===== config.mk =====
export PLATFORM = sky130hd
export DESIGN_NAME = regfile_port_arbiter
export DESIGN_NICKNAME = d
export VERILOG_FILES = /design/src/rtl/regfile_port_arbiter.sv
export SDC_FILE = /design/constraint.sdc
export NUM_CORES = 1
export LEC_CHECK = 0
export CORE_UTILIZATION = 35
export CTS_CLUSTER_DIAMETER = 100
export DETAILED_ROUTE_END_ITERATION = 7
export HOLD_SLACK_MARGIN = 0.06
export MAX_ROUTING_LAYER = met4
export PLACE_DENSITY = 0.93
export SLEW_MARGIN = 0
export SYNTH_ARGS = -nofsm -noshare
export SYNTH_HDL_FRONTEND = slang
export SYNTH_SLANG_ARGS = --single-unit

===== constraint.sdc =====
create_clock -name clk -period 3.8 [get_ports clk]
set_clock_uncertainty 0.2 [all_clocks]
set_input_delay 0.57 -clock clk [delete_from_list [all_inputs] [get_ports clk]]
set_output_delay 0.57 -clock clk [all_outputs]
set_load 0.02 [all_outputs]

===== src/rtl/regfile_port_arbiter.sv =====
// Two-requester arbiter for the register bank's write port (we3/a3/wd3) and read port (a1/rd1).
// Round-robin by default; define REGARB_FIXED_PRIO_EN for fixed priority to requester 0.
module regfile_port_arbiter (
    input  logic        clk,
    input  logic        rst_n,
    input  logic [1:0]  wreq,
    input  logic [3:0]  waddr0,
    input  logic [3:0]  waddr1,
    input  logic [31:0] wdata0,
    input  logic [31:0] wdata1,
    output logic [1:0]  wgnt,
    output logic [1:0]  werr,
    input  logic [1:0]  rreq,
    input  logic [3:0]  raddr0,
    input  logic [3:0]  raddr1,
    output logic [1:0]  rgnt,
    output logic [1:0]  rvalid,
    output logic [31:0] rdata,
    output logic        we3,
    output logic [3:0]  a3,
    output logic [31:0] wd3,
    output logic [3:0]  a1,
    input  logic [31:0] rd1
);
    typedef enum logic {W_IDLE, W_ISSUE} wstate_t;
    typedef enum logic {R_IDLE, R_ISSUE} rstate_t;

    wstate_t     wstate;
    rstate_t     rstate;
    logic [1:0]  weligible;
    logic [1:0]  religible;
    logic        wwin;
    logic        rwin;
    logic [3:0]  wsel_addr;
    logic [31:0] wsel_data;
    logic [3:0]  rsel_addr;

    // The requester holding the grant this cycle sits out the next decision.
    assign weligible = wreq & ~((wstate == W_ISSUE) ? wgnt : 2'b00);
    assign religible = rreq & ~((rstate == R_ISSUE) ? rgnt : 2'b00);

`ifdef REGARB_FIXED_PRIO_EN
    assign wwin = ~weligible[0];
    assign rwin = ~religible[0];
`else
    logic wptr;
    logic rptr;

    assign wwin = (weligible == 2'b11) ? wptr : weligible[1];
    assign rwin = (religible == 2'b11) ? rptr : religible[1];

    // Pointer names the requester favoured on the next tie; it flips to the loser after a grant.
    always_ff @(posedge clk or negedge rst_n) begin
        if (!rst_n) begin
            wptr <= 1'b0;
            rptr <= 1'b0;
        end else begin
            if (weligible != 2'b00) wptr <= ~wwin;
            if (religible != 2'b00) rptr <= ~rwin;
        end
    end
`endif

    assign wsel_addr = wwin ? waddr1 : waddr0;
    assign wsel_data = wwin ? wdata1 : wdata0;
    assign rsel_addr = rwin ? raddr1 : raddr0;
    assign rdata     = rd1;

    always_ff @(posedge clk or negedge rst_n) begin
        if (!rst_n) begin
            wstate <= W_IDLE;
            wgnt   <= 2'b00;
            werr   <= 2'b00;
            we3    <= 1'b1;
            a3     <= 4'd0;
            wd3    <= 32'd0;
        end else begin
            wgnt <= 2'b00;
            werr <= 2'b00;
            we3  <= 1'b1;
            if (weligible != 2'b00) begin
                wstate <= W_ISSUE;
                wgnt   <= wwin ? 2'b10 : 2'b01;
                a3     <= wsel_addr;
                wd3    <= wsel_data;
                // R15 belongs to another path: grant the request but keep the bank untouched.
                if (wsel_addr == 4'd15) begin
                    werr <= wwin ? 2'b10 : 2'b01;
                end else begin
                    we3 <= 1'b0;
                end
            end else begin
                wstate <= W_IDLE;
            end
        end
    end

    always_ff @(posedge clk or negedge rst_n) begin
        if (!rst_n) begin
            rstate <= R_IDLE;
            rgnt   <= 2'b00;
            rvalid <= 2'b00;
            a1     <= 4'd0;
        end else begin
            rgnt   <= 2'b00;
            rvalid <= rgnt;
            if (religible != 2'b00) begin
                rstate <= R_ISSUE;
                rgnt   <= rwin ? 2'b10 : 2'b01;
                a1     <= rsel_addr;
            end else begin
                rstate <= R_IDLE;
            end
        end
    end
endmodule


==> impl_metrics.json, run 1 <==
{
  "arrival_ps": 2360,
  "p_leak_nw": 1.73,
  "core_area_um2": 6790,
  "gp_congestion": 0.792,
  "maxSlewHeadroom_pct": 29.9,
  "firstDrtPassIters": 4,
  "die_x_um": 85.6,
  "synth-edff-count": 0,
  "antenna_found_initial": 0,
  "synthFlopType": "dfrtp_1",
  "clk_latency_ps": 290,
  "die_y_um": 85.6,
  "postCtsSetupBuffers": 0,
  "ir_drop_mv": 0.284,
  "fmaxAchievable_mhz": 430,
  "mostFrequentLayoutCells": "clkdlybuf4s50_1 (133), dfrtp_1 (52), a22o_1 (36), a21o_1 (36), nor2_1 (7)",
  "grt_max_degree": 47,
  "ys_types": 26,
  "drt_wl_total_um": 6980,
  "via_per_inst": 5.01,
  "drc": 0,
  "layout_min_cycle_time_ps": 2330,
  "drt-initial-drc-count": 73,
  "status": "finished clean",
  "final_common_cell": "clkdlybuf4s50_1",
  "num_rows": 30,
  "syn_area_um2": 2450,
  "postSynthAreaPerCell_um2": 11.8,
  "synthCells": 207,
  "cts.sinks": 53,
  "cts_inserted_buffers": 5,
  "worst_pin_slew_ps": 1050,
  "cp.required_ps": 3840,
  "yosysWarningCount": 0,
  "worst-path-buf-inv": 3,
  "period_share_pct": 61.3,
  "drv_cap": 0,
  "grt_pass1_wl_um": 10800,
  "synth_async_sr_flop_share_pct": 100,
  "io_buffers": 134,
  "wire_per_inst_um": 17.2,
  "track_usage_pct": 19.4,
  "ant_nets": 0,
  "layoutNonFillerInstCount": 407,
  "cts_tree": "yes",
  "rsz0062_at_grt": "no",
  "yosysSeqAreaShare_pct": 54.2,
  "post_cts_resized": 0,
  "slew_viol_final": 0,
  "start_util_pct": 36.0,
  "cp_slowest_cell": "clkdlybuf4s50_1",
  "setup_tns_ps": 0,
  "die_area_um2": 7330,
  "grt_pass1_vias": 2131,
  "cts_root_buf": "clkbuf_8",
  "worst_hold_path_type": "in -> async",
  "grt_overflow": 0,
  "dp.final_hpwl_um": 5220,
  "route.vias.total": 2038,
  "start_kind": "input port",
  "area_delta_synth_final_pct": 52.3,
  "critPathMaxFanout": 30,
  "path_cells": "clkdlybuf4s50_1 > a21boi_2 > nand2_1 > nand3_2 > inv_2 > nor2_2 > buf_4 > a21o_1",
  "fin_nets": 428,
  "htree_levels": 2,
  "setup_viol": 0,
  "path_class": "in -> reg",
  "cts_buffer_depth": 2,
  "worst_path_largest_cell_delay_ps": 450,
  "crit_family": "buffers and inverters",
  "num_io_pins": 199,
  "hold_buffers": 0,
  "ys_seq_elements": 53,
  "diodes": 0,
  "synth.net_count": 325,
  "dp_cells": 399,
  "powerDensity_nw_per_um2": 519,
  "cp-end-kind": "flip-flop",
  "hold_violations": 0,
  "clkSlewWorstSetupHoldPaths_ps": 100,
  "final_layout_size_suffix_gt1_share_pct": 6.75
}
==> stage by stage <==
step           cell area, µm²  hold WS [ps]  util (%)  worst slack (ps)  total power [mW]
5_1_grt                  3730           277      54.9              1340              2.03
6_report                 3730           246      54.9              1470              1.94
3_5_place_dp             3650           227      53.7              1150              1.64
4_1_cts                  3730           250      54.9              1450              1.95
3_3_place_gp             3650           220      53.7              1240              1.61
2_1_floorplan            2450          74.4         -              1950              1.26
==> synth_stat cells, types with 2 or more instances <==
cell type / instances / share of area (%)
dfrtp_1: 52 / 53
clkbuf_1: 2 / 0.31
nor2_2: 2 / 0.51
buf_2: 6 / 1.2
a21oi_1: 6 / 1.2
nand2_1: 4 / 0.61
a21o_1: 36 / 11
nand4_1: 2 / 0.51
inv_1: 3 / 0.46
nor2_1: 7 / 1.1
buf_4: 33 / 10
mux2i_1: 4 / 1.6
a22o_1: 36 / 13
inv_2: 2 / 0.31
==> sequential cells by signal (all words and copies together), names as in the netlist <==
name / cells
rptr: 1
a1: 4
wstate: 1
we3: 1
wd3: 32
rvalid: 2
wgnt: 2
wptr: 1
werr: 2
rgnt: 2
a3: 4
rstate: 1
==> kinds of logic (layout without fill, tap and decap cells) <==
kind of cell	after synthesis	in the layout	share of synthesized area, %
AOI/OAI and AO/OA	84	84	27.4
muxes	4	4	1.64
buffers and inverters	47	151	12.9
and+or+nand+nor	19	19	3.88
DFF	53	53	54.2
==> metal layers <==
metal  vias up  wire length [µm]  GRT usage [%]
li1        917                 -              -
met1      1034              2770           22.5
met2        67              3740           33.5
met3        20               263           3.37
met4         0               208           8.03
met5         -                 0              -
==> area by class of cell <==
type	instances	area (µm²)
fill	584	3070
timing repair buffer	138	1370
sequential	53	1330
multi-input combinational	107	813
tap	96	120
clock buffer	6	72.6
inverter	5	18.8
clock inverter	2	10.0
==> power breakdown <==
group | switching, mW | internal (mW)
clock network | 0.181 | 0.128
registers | 0.0881 | 0.703
logic | 0.394 | 0.442
total | 0.663 | 1.27
==> worst register-to-register path, cell delays in order, from the launching register on <==
cell	delay [ps]
dfrtp_1	430
a21boi_2	250
nand2_1	100
nand3_2	110
inv_2	180
nor2_2	200
buf_4	330
a21o_1	190
==> final timing paths <==
path	start	end	slack, ps	cells after the start
max	wreq[0]	wd3[30]$_DFFE_PN0N_	1470	8
min	rst_n	rvalid[1]$_DFF_PN0_	250	1
max reg2reg	wgnt[0]$_DFF_PN0_	wd3[30]$_DFFE_PN0N_	1760	7
min reg2reg	rgnt[1]$_DFF_PN0_	rvalid[1]$_DFF_PN0_	250	0
max in group asynchronous	rst_n	wd3[30]$_DFFE_PN0N_	2420	2
min in group clk	rgnt[1]$_DFF_PN0_	rvalid[1]$_DFF_PN0_	250	0
No activity file was read; power rests on OpenSTA's default activity.
==> inputs of run 2 (changes only) <==
Settings changed: CORE_UTILIZATION 35 to 33, PLACE_DENSITY 0.93 to 0.89.
Clock period 3.8 ns to 2.21 ns, I/O delays scaled along.
==> run 2 against run 1 <==
Net effect: cell area increased by 2.4%; worst hold slack got worse by 19 ps; highest routed layer unchanged; clock power increased by 72%; clock-buffer cell count unchanged; combinational power increased by 76%; sequential power increased by 71%; global-route usage decreased by 2.3 points.
==> impl_metrics.json, run 2 (synthesis gave the netlist of run 1 again) <==
{
  "status": "finished clean",
  "largestRegisters": "wd3 (32), a1 (4), a3 (4)",
  "cp.required_ps": 1680,
  "worst_pin_slew_ps": 545,
  "path_cells": "clkdlybuf4s50_1",
  "cp-end-kind": "output port",
  "mostFrequentLayoutCells": "clkdlybuf4s50_1 (133), dfrtp_1 (52), a22o_1 (36), a21o_1 (36), nor2_1 (7)",
  "antenna_found_initial": 0,
  "diodes": 0,
  "slew_viol_final": 0,
  "grt_pass1_vias": 2049,
  "grt_max_degree": 32,
  "clk_latency_ps": 300,
  "cts_buffer_depth": 2,
  "critPathMaxFanout": 1,
  "gp_congestion": 0.733,
  "final_util_pct": 52.9,
  "die_x_um": 88.1,
  "hold_buffers": 1,
  "die_y_um": 88.1,
  "area_delta_synth_final_pct": 55.9,
  "crit_cells": 1,
  "start_kind": "flip-flop",
  "drt-initial-drc-count": 45,
  "setup_tns_ps": 0,
  "track_usage_pct": 17.2,
  "wire_per_inst_um": 15.7,
  "worst-path-buf-inv": 1,
  "crit_family": "buffers and inverters",
  "final_common_cell": "clkdlybuf4s50_1",
  "drv_cap": 0,
  "worst_path_largest_cell_delay_ps": 590,
  "arrival_ps": 1420,
  "firstDrtPassIters": 4,
  "cp_slowest_cell": "clkdlybuf4s50_1",
  "die_area_um2": 7770,
  "cts_root_buf": "clkbuf_8",
  "maxSlewHeadroom_pct": 63.7,
  "hold_violations": 0,
  "grt_pass1_wl_um": 9870,
  "reg2reg_depth": 7,
  "fmaxAchievable_mhz": 512,
  "worst_hold_path_type": "reg -> reg",
  "layout_min_cycle_time_ps": 1950,
  "ant_nets": 0,
  "p_leak_nw": 1.77,
  "fin_nets": 434,
  "post_cts_resized": 0,
  "core_area_um2": 7210,
  "grt_overflow": 0,
  "powerDensity_nw_per_um2": 878,
  "dp.final_hpwl_um": 4930,
  "drt_wl_total_um": 6520,
  "cts.sinks": 53,
  "cts_tree": "yes",
  "via_per_inst": 4.84,
  "largest-register": "wd3",
  "final_layout_size_suffix_gt1_share_pct": 8.20,
  "route.vias.total": 2013,
  "largest_register_ff_count": 32,
  "start_util_pct": 33.9,
  "period_share_pct": 88.4,
  "io_buffers": 134,
  "clkSlewWorstSetupHoldPaths_ps": 90,
  "num_io_pins": 199,
  "hold_depth": 0,
  "ir_drop_mv": 0.381,
  "cts_inserted_buffers": 5,
  "num_rows": 31,
  "setup_viol": 0,
  "postCtsSetupBuffers": 0,
  "drc": 0,
  "htree_levels": 2,
  "rsz0062_at_grt": "no",
  "path_class": "reg -> out"
}
run 2: final cells by class:
type	instances	area (µm²)
fillers	638	3400
repair buffers	144	1450
flip-flops and latches	53	1330
multi-input cells	107	813
well taps	99	124
clock buffers	6	72.6
inverters	5	18.8
clock inverters	2	10.0
run 2: routing by layer:
layer / track usage (%) / routed length [µm] / vias up
met2: 29.0 / 3450 / 81
met4: 6.60 / 109 / 0
met3: 3.11 / 349 / 15
li1: - / - / 934
met1: 20.3 / 2610 / 983
met5: - / 0 / -
run 2: final timing paths:
path                                        to         startpoint  slack, ps
setup / recovery                           we3      we3$_DFF_PN1_        260
hold / removal             rvalid[1]$_DFF_PN0_  rgnt[1]$_DFF_PN0_        230
setup reg to reg           wd3[21]$_DFFE_PN0N_   wstate$_DFF_PN0_        520
hold reg to reg            rvalid[1]$_DFF_PN0_  rgnt[1]$_DFF_PN0_        230
max in group asynchronous  wd3[12]$_DFFE_PN0N_              rst_n        900
min in group asynchronous    a3[0]$_DFFE_PN0N_              rst_n        360
run 2: report_power, final:
| part | switching (mW) | internal, mW | total, mW |
|---|---|---|---|
| clock | 0.309 | 0.221 | 0.530 |
| sequential | 0.146 | 1.21 | 1.35 |
| combinational | 0.676 | 0.793 | 1.47 |
| total | 1.13 | 2.22 | 3.35 |
run 2: stage by stage:
| stage | instance area, µm² | total power [mW] | hold WS, ps | setup slack [ps] | cells |
|---|---|---|---|---|---|
| after floorplan | 2450 | 2.16 | -164 | 453 | 207 |
| after global placement | 3720 | 2.81 | 145 | 187 | 407 |
| after detailed placement | 3720 | 2.85 | 150 | 124 | 407 |
| after CTS | 3820 | 3.39 | 229 | 249 | 416 |
| after global routing | 3820 | 3.54 | 257 | 212 | 416 |
| final | 3820 | 3.35 | 227 | 257 | 416 |
